===== src/rtl/ifu_fetch.sv =====
// Instruction fetch unit: issues one imem request at a time, buffers responses in an
// output register plus a one-entry skid buffer, and handles redirects and stale-response drops.
module ifu_fetch #(
    parameter int unsigned          INS_WIDTH = 32,
    parameter logic [INS_WIDTH-1:0] RST_PC    = 32'h8000_0000
) (
    input  logic                 i_clk,
    input  logic                 i_rst_n,
    input  logic                 i_redir_vld,
    input  logic [INS_WIDTH-1:0] i_redir_pc,
    output logic                 o_imem_req,
    output logic [INS_WIDTH-1:0] o_imem_addr,
    input  logic                 i_imem_gnt,
    input  logic                 i_imem_rvld,
    input  logic [INS_WIDTH-1:0] i_imem_rdata,
    output logic                 o_ins_vld,
    output logic [INS_WIDTH-1:0] o_ins,
    output logic [INS_WIDTH-1:0] o_ins_pc,
    input  logic                 i_ins_rdy,
    output logic                 o_fetch_err
);

    typedef enum logic [1:0] {S_IDLE, S_REQ, S_WAIT, S_FULL} state_e;

    state_e                 state_q, state_d;
    logic [INS_WIDTH-1:0]   pc_q, pc_d;
    logic [INS_WIDTH-1:0]   fpc_q, fpc_d;
    logic [INS_WIDTH-1:0]   ins_q, ins_d;
    logic [INS_WIDTH-1:0]   ins_pc_q, ins_pc_d;
    logic                   ins_vld_q, ins_vld_d;
    logic [INS_WIDTH-1:0]   skid_q, skid_d;
    logic [INS_WIDTH-1:0]   skid_pc_q, skid_pc_d;
    logic                   skid_vld_q, skid_vld_d;
    logic                   drop_q, drop_d;
    logic                   err_q, err_d;

    logic redir_bad;
    logic drain;
    logic req_hs;

    assign redir_bad = i_redir_vld && (i_redir_pc[1:0] != 2'b00);
    assign drain     = ins_vld_q && i_ins_rdy;
    assign req_hs    = (state_q == S_REQ) && i_imem_gnt;

    always_comb begin
        // NOTE: every next-state signal takes its hold value first, so no path can infer a latch.
        state_d    = state_q;
        pc_d       = pc_q;
        fpc_d      = fpc_q;
        ins_d      = ins_q;
        ins_pc_d   = ins_pc_q;
        ins_vld_d  = ins_vld_q;
        skid_d     = skid_q;
        skid_pc_d  = skid_pc_q;
        skid_vld_d = skid_vld_q;
        drop_d     = drop_q;
        err_d      = err_q;

        if (drain) begin
            ins_vld_d = 1'b0;
        end

        unique case (state_q)
            S_IDLE: begin
                if (!err_q) state_d = S_REQ;
            end
            S_REQ: begin
                if (i_imem_gnt) begin
                    fpc_d   = pc_q;
                    pc_d    = pc_q + INS_WIDTH'(4);
                    state_d = S_WAIT;
                end
            end
            S_WAIT: begin
                if (i_imem_rvld) begin
                    state_d = S_REQ;
                    if (drop_q) begin
                        drop_d = 1'b0;
                    end else if (!ins_vld_q || i_ins_rdy) begin
                        ins_d     = i_imem_rdata;
                        ins_pc_d  = fpc_q;
                        ins_vld_d = 1'b1;
                    end else begin
                        skid_d     = i_imem_rdata;
                        skid_pc_d  = fpc_q;
                        skid_vld_d = 1'b1;
                        state_d    = S_FULL;
                    end
                end
            end
            S_FULL: begin
                if (drain) begin
                    ins_d      = skid_q;
                    ins_pc_d   = skid_pc_q;
                    ins_vld_d  = 1'b1;
                    skid_vld_d = 1'b0;
                    state_d    = S_REQ;
                end
            end
            default: state_d = S_IDLE;
        endcase

        // A redirect overrides everything above: buffered instructions belong to the old path.
        if (i_redir_vld) begin
            ins_vld_d  = 1'b0;
            skid_vld_d = 1'b0;
            if (redir_bad) begin
                err_d   = 1'b1;
                state_d = S_IDLE;
            end else if (!err_q) begin
                pc_d = i_redir_pc;
                unique case (state_q)
                    S_REQ: begin
                        state_d = req_hs ? S_WAIT : S_REQ;
                        drop_d  = req_hs;
                    end
                    S_WAIT: begin
                        state_d = i_imem_rvld ? S_REQ : S_WAIT;
                        drop_d  = !i_imem_rvld;
                    end
                    default: state_d = S_REQ;
                endcase
            end
        end
    end

    always_ff @(posedge i_clk) begin
        // NOTE: reset is sampled on the clock edge (synchronous) and state uses non-blocking assignments.
        if (!i_rst_n) begin
            state_q    <= S_IDLE;
            pc_q       <= RST_PC;
            fpc_q      <= RST_PC;
            ins_q      <= '0;
            ins_pc_q   <= '0;
            ins_vld_q  <= 1'b0;
            skid_vld_q <= 1'b0;
            drop_q     <= 1'b0;
            err_q      <= 1'b0;
        end else begin
            state_q    <= state_d;
            pc_q       <= pc_d;
            fpc_q      <= fpc_d;
            ins_q      <= ins_d;
            ins_pc_q   <= ins_pc_d;
            ins_vld_q  <= ins_vld_d;
            skid_vld_q <= skid_vld_d;
            drop_q     <= drop_d;
            err_q      <= err_d;
        end
    end

    // NOTE: the skid payload is left unreset on purpose; skid_vld_q qualifies it.
    always_ff @(posedge i_clk) begin
        skid_q    <= skid_d;
        skid_pc_q <= skid_pc_d;
    end

    assign o_imem_req  = (state_q == S_REQ);
    assign o_imem_addr = pc_q;
    assign o_ins_vld   = ins_vld_q;
    assign o_ins       = ins_q;
    assign o_ins_pc    = ins_pc_q;
    assign o_fetch_err = err_q;

endmodule


===== config.mk =====
export PLATFORM = sky130hd
export DESIGN_NAME = ifu_fetch
export DESIGN_NICKNAME = d
export VERILOG_FILES = /design/src/rtl/ifu_fetch.sv
export SDC_FILE = /design/constraint.sdc
export NUM_CORES = 1
export LEC_CHECK = 0
export CORE_ASPECT_RATIO = 1.5
export CORE_MARGIN = 4
export CORE_UTILIZATION = 40
export CTS_CLUSTER_SIZE = 12
export DETAILED_ROUTE_END_ITERATION = 8
export DONT_BUFFER_PORTS = 1
export PLACE_DENSITY = 0.61
export SYNTH_ARGS = -nofsm -noshare
export SYNTH_HDL_FRONTEND = slang
export SYNTH_SLANG_ARGS = --single-unit

===== constraint.sdc =====
create_clock -name i_clk -period 10.3 [get_ports i_clk]
set_clock_uncertainty 0.15 [all_clocks]
set_input_delay 1.545 -clock i_clk [delete_from_list [all_inputs] [get_ports i_clk]]
set_output_delay 1.545 -clock i_clk [all_outputs]
set_load 0.01 [all_outputs]

== After elaboration in Yosys (flattened, before gate mapping) ==
Index checks and enable logic that the tools add are counted.
Operators by class
  add/sub/neg operators: 1
  multiply operators: 0
  divide/modulo/power cells: 0
  magnitude comparators: 0
  equal/unequal tests: 7
  shift-type cells: 0
  multiplexer cells: 40
  bitwise gates (word level): 3
  reductions and logical operators: 14
Operator list (number)
  two-way mux 32 bit: 13
  case mux 32 bit (2 select lines): 2
  adder 32 x 3 -> 32 bit, second input constant: 1
  two-way mux 2 bit: 11
  two-way mux 1 bit: 10
  inequality test 2 bit, second input constant: 4
  case mux 2 bit (4 select lines): 1
  AND reduction 5 bit: 1
  == test 2 bit, second input constant: 2
  case mux 1 bit (2 select lines): 2
  case mux 2 bit (2 select lines): 1
  AND reduction 2 bit: 2
  AND reduction 4 bit: 1
  nonzero test 2 bit: 2
  logical AND 1 bit: 3
  NOT 1 bit: 3
  == test 2 x 1 -> 1 bit, second input constant: 1
  zero test 1 bit: 2
  zero test 2 bit: 1
  OR reduction 2 bit: 1
  logical OR 1 bit: 1
Storage, ports and cells
  register bits: 197
  latch bits: 0
  memory bits (writable): 0
  ROM bits: 0
  bits of input ports: 70
  output and inout bits: 99
  memories kept: 0

== Longest topological paths before layout ==
Gate-level depths: netlist of the first run.
  depth after elaboration: 9
  mapped depth: 8
  mapped depth without buffers: 6

== Worst setup path after synthesis of the first run ==
No wires, ideal clock.
  kind: input port to flip-flop
  from: input port i_imem_rvld
  to: register state_q[1]
  data arrival time: 7161 ps
  path slack: 2907 ps
  cell stages on the path: 4
  cells stage by stage: nand3b_1 nor3b_1 o2111ai_1 a21oi_1
Between the ends
  cells in the longest elaborated chain, start to end: 5
  elaborated cells between the ends (all ways): 7
  those cells by class: mux (7)
Ends and longest elaborated chain
  from (decl): line 14  | input logic i_imem_rvld,
  two-way mux 2 bit, on equally long branches: line 75, 118
  case mux 2 bit (4 select lines) / case mux 2 bit (2 select lines) (equally long branches): line 63, 112
  two-way mux 2 bit: line 110  | end else if (!err_q) begin
  two-way mux 2 bit: line 107  | if (redir_bad) begin
  two-way mux 2 bit *: line 104  | if (i_redir_vld) begin
  to (signal assigned): line 140  | state_q <= state_d;
  to (decl): line 25  | state_e state_q, state_d;
Every way passes the cells marked *; elsewhere a longest branch is shown, timed or not.
A chain may end at the register's enable or synchronous reset.

== Final worst setup path of the first run ==
  from: register state_q[0]
  to: register ins_q[10] (netlist: o_ins[10])
Between the ends
  cells in the longest elaborated chain, start to end: 3
  elaborated cells between the ends (all ways): 9
  those cells by class: eq/ne (6); mux (1); reduce/logical (2)
Ends and longest elaborated chain
  == test 2 bit: line 63  | unique case (state_q)
  inequality test 2 bit (no line) / nonzero test 2 bit (equally long branches)
  AND reduction 5 bit (no line)
  to (signal assigned): line 143  | ins_q <= ins_d;
  to (decl): line 28  | logic [INS_WIDTH-1:0] ins_q, ins_d;
Parallel ways exist; a longest one is shown, timed or not.

==> summary.md, run 1 <==
| Metric | Value |
|---|---|
| Postcts setup bufs | 0 |
| Top area cells in the synthesized netlist | dfxtp_1, edfxtp_1, mux2i_1, a211oi_1, nor3_1 |
| Max cap viols | 0 |
| Die Y | 182 um |
| Most used DFF post-synth | dfxtp_1 |
| Leakage | 2.65 nW |
| Core Area | 19900 um^2 |
| GRT Residual Overflow | 0 |
| Mean Syn Cell Area | 10.5 um^2 |
| Fmax | 0.246 GHz |
| Most frequent cells in the layout | dfxtp_1, nand2_1, nor3_1 |
| RSZ-0062 raised after global routing | false |
| Port-buffer cells | 0 |
| Final Instance Area | 8900 um^2 |
| Commonest non-fill, non-tap cell in the layout | dfxtp_1 |
| Clock H-tree levels | 4 |
| Cells along the critical path | ha_4 -> buf_4 -> nand2b_1 -> a21oi_4 -> buf_4 -> or2_2 -> a211oi_1 |
| Worst EP arrival | 4.15 ns |
| Crit path launch type | register |
| Area Overhead vs Synth | 9.69% |
| Full die area | 22700 um^2 |
| Final setup fails | 0 |
| Final Worst Setup Slack | 6.23 ns |
| Die X | 124 um |
| Status | finished, final reports clean |
| Setup WS pre-CTS | 6.05 ns |
| Post-DP HPWL | 13400 um |
| DRC Markers | 0 |
| Worst Hold Class | reg -> reg |
| Syn Inst Count | 771 |
| Cts repair resizes | 0 |
| Sink Count | 197 |
| Share of cells above drive strength 1 | 7.21% |
| Num rows | 63 |
| WL/cell | 19.2 um |
| Placer Congestion | 0.831 |
| Period utilisation layout | 39.5% |
| Clock Tree Root | clkbuf_16 |
| Post-route ant nets | 0 |
| Clock transition at path regs | 0.08 ns |
| Drt via density | 5.74 |
| Largest net degree at the start of global routing | 115 |
| DR vias | 5792 |
| Mapped Area | 8110 um^2 |
| CP max-delay cell | or2_2 |
| Crit-path most repeated cell | buf_4 |
| Final-report hold violation count | 0 |
| Post-synth top area cell | dfxtp_1 |
| Worst-path fanout max | 68 |
| VDD IR max | 0.0989 mV |
| Kind of end point of the critical path | register |
| Ports | 169 |
| Share of the synthesized area in the top cell type | 32.8% |
| Async SR Flop Fraction | 0% |
| Yosys cell types | 53 |
| Synthesis Warnings | 0 |
| Seq/Total Area, Yosys | 56.5% |
| First-pass GRT wire length | 31200 um |
| Routed WL | 19400 um |
| Initial antenna violation count | 0 |
| Setup TNS | 0 ns |
| First-pass detailed-route iteration total | 4 |
| Slew Limit Headroom | 17.6% |
| CTS tree | built |
| GRT Util Overall | 16.8% |
| Placed cell areas | 8290 um^2 |
| Clock Tree Buf Depth | 2 |
| Seq cells post-synth | 197 |
| Slew @ Worst Pin | 1.24 ns |
| CP max stage delay | 1.06 ns |
| Post-synth EDFFs | 64 |
| Final slew viol count | 0 |
| Initial core utilization | 40.8% |
| CTS Hold Buffers Added | 0 |
| Pwr/cell area | 175 nW/um^2 |
| Nets | 811 |
| Minimum clock period | 4.07 ns |
| Vias in the first global route | 5666 |
| N_diodes | 0 |
| Total CTS buffers | 17 |
| Skew-Pair Late Insertion Delay | 0.42 ns |
| Crit Path Class | reg -> reg |
| CP required | 10.39 ns |
| Syn Nets | 846 |
| DR iter-0 viols | 327 |
## kinds of logic after synthesis
| group | Yosys count | share of synthesized area [%] |
|---|---|---|
| simple gates | 243 | 15.4 |
| flops | 197 | 56.5 |
| compound gates | 179 | 14.6 |
| fa+ha+maj | 5 | 0.771 |
| buf+inv | 71 | 3.58 |
| xor+xnor | 11 | 1.19 |
| mux | 65 | 8.02 |
## worst paths after layout
kind	startpoint	end	slack, ns	cells past startpoint
worst max-delay path	state_q[0]	o_ins[10]	6.23	7
worst min register to register	fpc_q[27]	skid_pc_q[27]	0.32	0
worst max register to register	state_q[0]	o_ins[10]	6.23	7
worst min-delay path	fpc_q[27]	skid_pc_q[27]	0.32	0
## stage by stage
stage	instances	hold WS [ns]	util (%)	power, W
6_report	1009	0.315	44.8	0.00155
3_3_place_gp	977	0.296	41.7	0.000889
5_1_grt	1009	0.334	44.8	0.00161
4_1_cts	1009	0.321	44.8	0.00157
2_1_floorplan	771	0.279	-	0.000880
3_5_place_dp	977	0.304	41.7	0.000892
## per-layer routing
metal | GRT usage (%) | vias to the layer above | part of all wire (%) | routed length [um]
met5 | 0 | - | 0 | 0
met4 | 6.14 | 0 | 1.5 | 284
met3 | 5.48 | 20 | 6.7 | 1310
met2 | 28.3 | 180 | 50 | 9760
met1 | 20.2 | 2761 | 42 | 8060
li1 | - | 2831 | - | -
## critical path: cells and delay by family, from the launching register on
family	cells	cell delay, ns
buf+inv	2	1.39
simple gates	2	1.30
flops	1	0.43
compound gates	2	0.40
fa+ha+maj	1	0.16
## area by class of cell
cell class	count	area [um^2]
Fill cell	1917	11000
Sequential cell	197	4580
Multi-Input combinational cell	503	3290
Clock buffer	17	425
Tap cell	260	325
Clock inverter	15	185
Timing Repair Buffer	7	52.6
Inverter	10	40.0
## power by group
part	internal [W]	leakage, nW	switching (W)
sequential	0.000807	1.71	0.0000206
clock	0.000371	0.303	0.000309
combinational	0.0000172	0.637	0.0000289
## cells in the mapped netlist, types with 9 or more instances
| cell type | instances |
|---|---|
| dfxtp_1 | 133 |
| nand2_1 | 86 |
| a211oi_1 | 72 |
| nor3_1 | 72 |
| mux2i_1 | 65 |
| edfxtp_1 | 64 |
| a21oi_1 | 44 |
| clkbuf_1 | 43 |
| o21ai_0 | 28 |
| buf_1 | 13 |
| nand3_1 | 13 |
| nor2_1 | 13 |
| inv_1 | 10 |
| a31oi_1 | 9 |
| nor4_1 | 9 |
## state kept, by name (all words and copies together), names as in the netlist
signal	flops
o_ins_pc	32
skid_pc_q	32
state_q	2
fpc_q	32
o_imem_addr	32
o_ins	32
skid_q	32
o_ins_vld	1
drop_q	1
o_fetch_err	1
(Power assumes the default switching activity.)
==> run 2, diff against run 1 <==
clock period = 4.19 ns   (was 10.3 ns; I/O delays follow)
==> run 2 against run 1 <==
Sequential power up 150%. Via count about the same. Die area unchanged. Critical path depth down 1. Register-to-register slack worse by 4.9 ns.
==> summary.md, run 2 (synthesized netlist as in run 1, its figures left out) <==
| Metric | Value |
|---|---|
| Status | finished, final reports clean |
| Most frequent cells in the layout | dfxtp_1, nand2_1, nor3_1 |
| First-pass GRT wire length | 31600 um (+1.2%) |
| Kind of end point of the critical path | register |
| DR vias | 5790 (-0.035%) |
| Area Overhead vs Synth | 9.81% |
| WP depth | 6 (-1) |
| Routed WL | 19600 um (+1.1%) |
| Max cap viols | 0 (unchanged) |
| Reg power frac | 53.6% (+0.3 points) |
| WL/cell | 19.5 um (+1.1%) |
| Crit Path Class | reg -> reg |
| N_diodes | 0 (unchanged) |
| Final-report hold violation count | 0 (unchanged) |
| CTS Hold Buffers Added | 0 (unchanged) |
| GRT Util Overall | 17.2% (+0.34 points) |
| Clock Power Share | 43.4% (-0.3 points) |
| Clock Tree Root | clkbuf_16 |
| Sink Count | 197 (unchanged) |
| Nets | 811 (unchanged) |
| Total CTS buffers | 17 (unchanged) |
| Comb power frac | 3.0% (about the same) |
| Commonest non-fill, non-tap cell in the layout | dfxtp_1 |
| CP max-delay cell | or4_1 |
| Num rows | 63 (unchanged) |
| CP max stage delay | 0.74 ns (-0.32 ns) |
| Slew @ Worst Pin | 1.18 ns (-0.0559 ns) |
| Placer Congestion | 0.844 (+1.5%) |
| Cells along the critical path | inv_1 -> ha_1 -> nand3_2 -> or4_1 -> or4b_1 -> a31oi_1 |
| Hold slack | 0.114 ns (-0.201 ns) |
| Clock transition at path regs | 0.07 ns (about the same) |
| Clock Tree Buf Depth | 2 (unchanged) |
| Fillers | 1909 (-0.42%) |
| Critical R2R Launch | state_q[1] |
| Drt via density | 5.74 (about the same) |
| Hold path depth | 1 (+1) |
| Final setup fails | 0 (unchanged) |
| VDD IR max | 0.294 mV (+200%) |
| Leakage | 2.66 nW (+0.38%) |
| Ports | 169 (unchanged) |
| Initial antenna violation count | 0 (unchanged) |
| Die X | 124 um (unchanged) |
| Critical path buffers and inverters | 1 (-1) |
| GRT Residual Overflow | 0 (unchanged) |
| Skew-Pair Late Insertion Delay | 0.43 ns (about the same) |
| Sw Ratio | 21.6% (-1.5 points) |
| CP required | 4.39 ns (-6.00 ns) |
| RSZ-0062 raised after global routing | false |
| Share of cells above drive strength 1 | 6.94% (-0.27 points) |
| Postcts setup bufs | 0 (unchanged) |
| Worst-path fanout max | 10 (-85%) |
| Period utilisation layout | 67.0% (+28 points) |
| DRC Markers | 0 (unchanged) |
| Full die area | 22700 um^2 (unchanged) |
| Die Y | 182 um (unchanged) |
| CTS tree | built |
| DR iter-0 viols | 276 (-16%) |
| Worst Setup EP | o_imem_addr[25] |
| Initial core utilization | 40.8% (unchanged) |
| Critical Path Start | state_q[1] |
| Clock H-tree levels | 4 (unchanged) |
| Setup TNS | 0 ns (unchanged) |
| Slew Limit Headroom | 21.3% (+3.7 points) |
| Worst EP arrival | 3.01 ns (-1.14 ns) |
| Final slew viol count | 0 (unchanged) |
| Minimum clock period | 2.81 ns (-1.26 ns) |
| Core Area | 19900 um^2 (unchanged) |
| Pwr/cell area | 427 nW/um^2 (+140%) |
| Vias in the first global route | 5708 (+0.74%) |
| FF-to-FF setup slack | 1.38 ns (-4.85 ns) |
| Port-buffer cells | 0 (unchanged) |
| R2r worst-path depth | 6 (-1) |
| R2r endpoint | o_imem_addr[25] |
| Crit-path leading delay family | simple AND/OR/NAND/NOR gates |
| Crit path launch type | register |
| Largest net degree at the start of global routing | 115 (unchanged) |
| Post-DP HPWL | 13600 um (+1.1%) |
| Worst Hold Class | in -> reg |
| Internal Power | 0.00298 W (+150%) |
| First-pass detailed-route iteration total | 4 (unchanged) |
| P_sw | 0.000820 W (+130%) |
| Cts repair resizes | 0 (unchanged) |
| Post-route ant nets | 0 (unchanged) |
| Fmax | 0.356 GHz (+45%) |
run 2: layer usage:
metal	vias up	share of wire, %	track usage (%)
met1	2748	40	20.2
met4	0	2.2	6.93
met3	26	7.5	5.53
met5	-	0	0
met2	191	50	29.0
li1	2825	-	-
run 2: through the flow:
stage / std cells / worst slack [ns] / utilization, % / total power [W] / cell area [um^2]
after detailed placement: 977 / 1.42 / 41.8 / 0.00219 / 8290
final: 1009 / 1.38 / 44.8 / 0.00380 / 8910
after global placement: 977 / 1.55 / 41.8 / 0.00219 / 8290
after floorplan: 771 / 0.0780 / - / 0.00216 / 8120
after global routing: 1009 / 1.22 / 44.8 / 0.00396 / 8910
after CTS: 1009 / 1.38 / 44.8 / 0.00386 / 8910
run 2: power groups by stage:
stage	clock [W]	combinational [W]	sequential, W
2_1_floorplan	0	0.0000990	0.00206
3_5_place_dp	0	0.000113	0.00208
4_1_cts	0.00171	0.000114	0.00204
5_1_grt	0.00179	0.000129	0.00204
6_report	0.00165	0.000113	0.00204
3_3_place_gp	0	0.000108	0.00208
run 2: worst reg2reg max path, cell delays in order, from the launching register on:
cell	delay, ns
dfxtp_1	0.37
inv_1	0.13
ha_1	0.39
nand3_2	0.24
or4_1	0.74
or4b_1	0.54
a31oi_1	0.18
run 2: worst min-delay path by stage:
stage / start / to / slack (ns)
6_report: i_redir_vld / o_ins_vld / 0.11
5_1_grt: i_redir_vld / o_ins_vld / 0.09
3_5_place_dp: fpc_q[17] / skid_pc_q[17] / 0.30
2_1_floorplan: fpc_q[0] / skid_pc_q[0] / 0.28
4_1_cts: i_redir_vld / o_ins_vld / 0.09
3_3_place_gp: fpc_q[16] / skid_pc_q[16] / 0.30
run 2: area by class of cell:
class | count | area (um^2) | share of cell area, %
repair buffers | 7 | 52.6 | 0.590
flip-flops and latches | 197 | 4580 | 51.5
multi-input cells | 503 | 3290 | 37.0
well taps | 260 | 325 | 3.65
clock inverters | 7 | 82.6 | 0.927
clock buffers | 25 | 532 | 5.97
inverters | 10 | 40.0 | 0.449
==> run 3, diff against run 2 <==
clock period = 2.7 ns   (was 4.19 ns; I/O delays follow)
==> run 3 against run 2 <==
Final cell count rose by 7.2%. Design area up 6.8%. Register-to-register slack got worse by 1.2 ns. Critical path type unchanged. Setup slack got worse by 1.2 ns. Die area unchanged. Maximum frequency grew 11%. Via count grew 8.3%. Sequential cell count is the same.
==> summary.md, run 3 (synthesized netlist as in run 1, its figures left out) <==
| Metric | Value |
|---|---|
| Slew @ Worst Pin | 0.857 ns (-0.324 ns) |
| Worst-path fanout max | 10 (unchanged) |
| P_sw | 0.00133 W (+62%) |
| Sink Count | 197 (unchanged) |
| Clock Tree Root | clkbuf_16 |
| CP required | 2.89 ns (-1.50 ns) |
| Critical R2R Launch | state_q[1] |
| GRT Util Overall | 19.5% (+2.3 points) |
| Postcts setup bufs | 0 (unchanged) |
| Internal Power | 0.00447 W (+50%) |
| Sw Ratio | 22.9% (+1.3 points) |
| Status | finished, final reports clean |
| DR iter-0 viols | 419 (+52%) |
| Num rows | 63 (unchanged) |
| Placed cell areas | 8540 um^2 (+3.0%) |
| Period utilisation layout | 93.7% (+27 points) |
| Full die area | 22700 um^2 (unchanged) |
| Die Y | 182 um (unchanged) |
| Final Instance Area | 9510 um^2 (+6.8%) |
| Vias in the first global route | 6257 (+9.6%) |
| Comb power frac | 5.0% (+2.0 points) |
| Minimum clock period | 2.53 ns (-0.280 ns) |
| R2r worst-path depth | 6 (unchanged) |
| Kind of end point of the critical path | register |
| Total CTS buffers | 17 (unchanged) |
| RSZ-0062 raised after global routing | false |
| Clock transition at path regs | 0.07 ns (about the same) |
| Worst EP arrival | 2.72 ns (-0.29 ns) |
| Share of cells above drive strength 1 | 10.1% (+3.2 points) |
| WL/cell | 20.6 um (+5.8%) |
| Most frequent cells in the layout | dfxtp_1, nand2_1, nor3_1 |
| DRC Markers | 0 (unchanged) |
| CTS tree | built |
| Final-report hold violation count | 0 (unchanged) |
| Final slew viol count | 0 (unchanged) |
| Pwr/cell area | 610 nW/um^2 (+43%) |
| FF-to-FF setup slack | 0.17 ns (-1.21 ns) |
| Reg power frac | 54.2% (+0.6 points) |
| Critical Path Start | state_q[1] |
| Largest net degree at the start of global routing | 77 (-33%) |
| Slew Limit Headroom | 42.7% (+21 points) |
| Crit path launch type | register |
| Final setup fails | 0 (unchanged) |
| Die X | 124 um (unchanged) |
| Ports | 169 (unchanged) |
| First-pass GRT wire length | 35300 um (+12%) |
| Skew-Pair Late Insertion Delay | 0.43 ns (about the same) |
| Setup TNS | 0 ns (unchanged) |
| R2r endpoint | o_imem_addr[22] |
| Crit Path Class | reg -> reg |
| CP max stage delay | 0.74 ns (about the same) |
| Non-filler cells, final | 1082 (+7.2%) |
| Clock H-tree levels | 4 (unchanged) |
| Cts repair resizes | 0 (unchanged) |
| WP depth | 6 (unchanged) |
| Initial antenna violation count | 3 (+3) |
| Worst Hold Class | in -> reg |
| Clock Tree Buf Depth | 2 (unchanged) |
| Cells along the critical path | inv_1 -> ha_1 -> nand4_1 -> or4_1 -> or3_1 -> a311oi_1 |
| Hold slack | 0.0298 ns (-0.0846 ns) |
| VDD IR max | 0.414 mV (+41%) |
| Post-route ant nets | 0 (unchanged) |
| Initial core utilization | 40.8% (unchanged) |
| CP max-delay cell | or4_1 |
| Max cap viols | 0 (unchanged) |
| DR vias | 6272 (+8.3%) |
| Placer Congestion | 0.810 (-4.0%) |
| Min-delay src | i_redir_pc[5] |
| Fmax | 0.395 GHz (+11%) |
| Port-buffer cells | 0 (unchanged) |
| Leakage | 2.96 nW (+11%) |
| Commonest non-fill, non-tap cell in the layout | dfxtp_1 |
| Critical path buffers and inverters | 1 (unchanged) |
| Clock Power Share | 40.8% (-2.6 points) |
| Total Power | 0.00580 W (+52%) |
| Area Overhead vs Synth | 17.2% |
| Nets | 880 (+8.5%) |
| Post-DP HPWL | 15000 um (+10%) |
| First-pass detailed-route iteration total | 5 (+1) |
| Worst Setup EP | o_imem_addr[22] |
| Drt via density | 5.80 (+1.0%) |
| Core Area | 19900 um^2 (unchanged) |
| Crit-path leading delay family | simple AND/OR/NAND/NOR gates |
| Routed WL | 22300 um (+13%) |
| Cells after DPL | 1005 (+2.9%) |
| GRT Residual Overflow | 0 (unchanged) |
## run 3: cell types whose count changed in the layout (fill, tap and decap cells not counted), sizes merged
cell         delta
bufinv          -1
diode           +4
clkinv          +2
inv             +2
clkbuf          -3
dlygate4sd3    +41
buf            +28
## run 3: area by class of cell
cell class	count	area, um^2
antenna	4	10.0
clock buffer	22	475
clock inverter	10	71.3
fill	1830	10400
inverter	10	40.0
multi-input combinational	503	3300
sequential	197	4590
tap	260	325
timing repair buffer	76	698
## run 3: worst min path at each step
stage / endpoint / slack (ns) / cells past startpoint
2_1_floorplan: skid_pc_q[0] / 0.28 / 0
3_3_place_gp: skid_pc_q[18] / 0.29 / 0
3_5_place_dp: skid_pc_q[17] / 0.29 / 0
4_1_cts: o_imem_addr[5] / 0.004 / 2
5_1_grt: o_imem_addr[11] / 0.009 / 2
6_report: o_imem_addr[5] / 0.03 / 2
## run 3: per-layer routing
layer	track usage, %	up-vias	share of wire [%]
met3	5.62	41	6.7
met4	7.77	0	2.3
met5	0	-	0
met1	21.5	3044	38
met2	35.0	228	53
li1	-	2959	-
## run 3: worst reg2reg max path, stage by stage, from the launching register on
cell,delay [ns]
dfxtp_2,0.36
inv_1,0.13
ha_1,0.22
nand4_1,0.18
or4_1,0.74
or3_1,0.41
a311oi_1,0.25
## run 3: timing repair
item,in CTS,in global routing
endpoints found under the setup margin,0,0
endpoints found under the hold margin,58,0
hold buffers,41,0
## run 3: power groups by stage
stage	sequential [W]	combinational (W)	clock, W
2_1_floorplan	0.00320	0.000154	0
3_3_place_gp	0.00321	0.000224	0
3_5_place_dp	0.00321	0.000231	0
4_1_cts	0.00314	0.000290	0.00243
5_1_grt	0.00315	0.000319	0.00256
6_report	0.00314	0.000291	0.00236
## run 3: through the flow
step                utilization, %  worst slack [ns]
floorplan                        -            -0.334
global placement              43.0             0.297
detailed placement            43.0             0.221
CTS                           47.8             0.182
global route                  47.9            0.0194
finish                        47.9             0.171
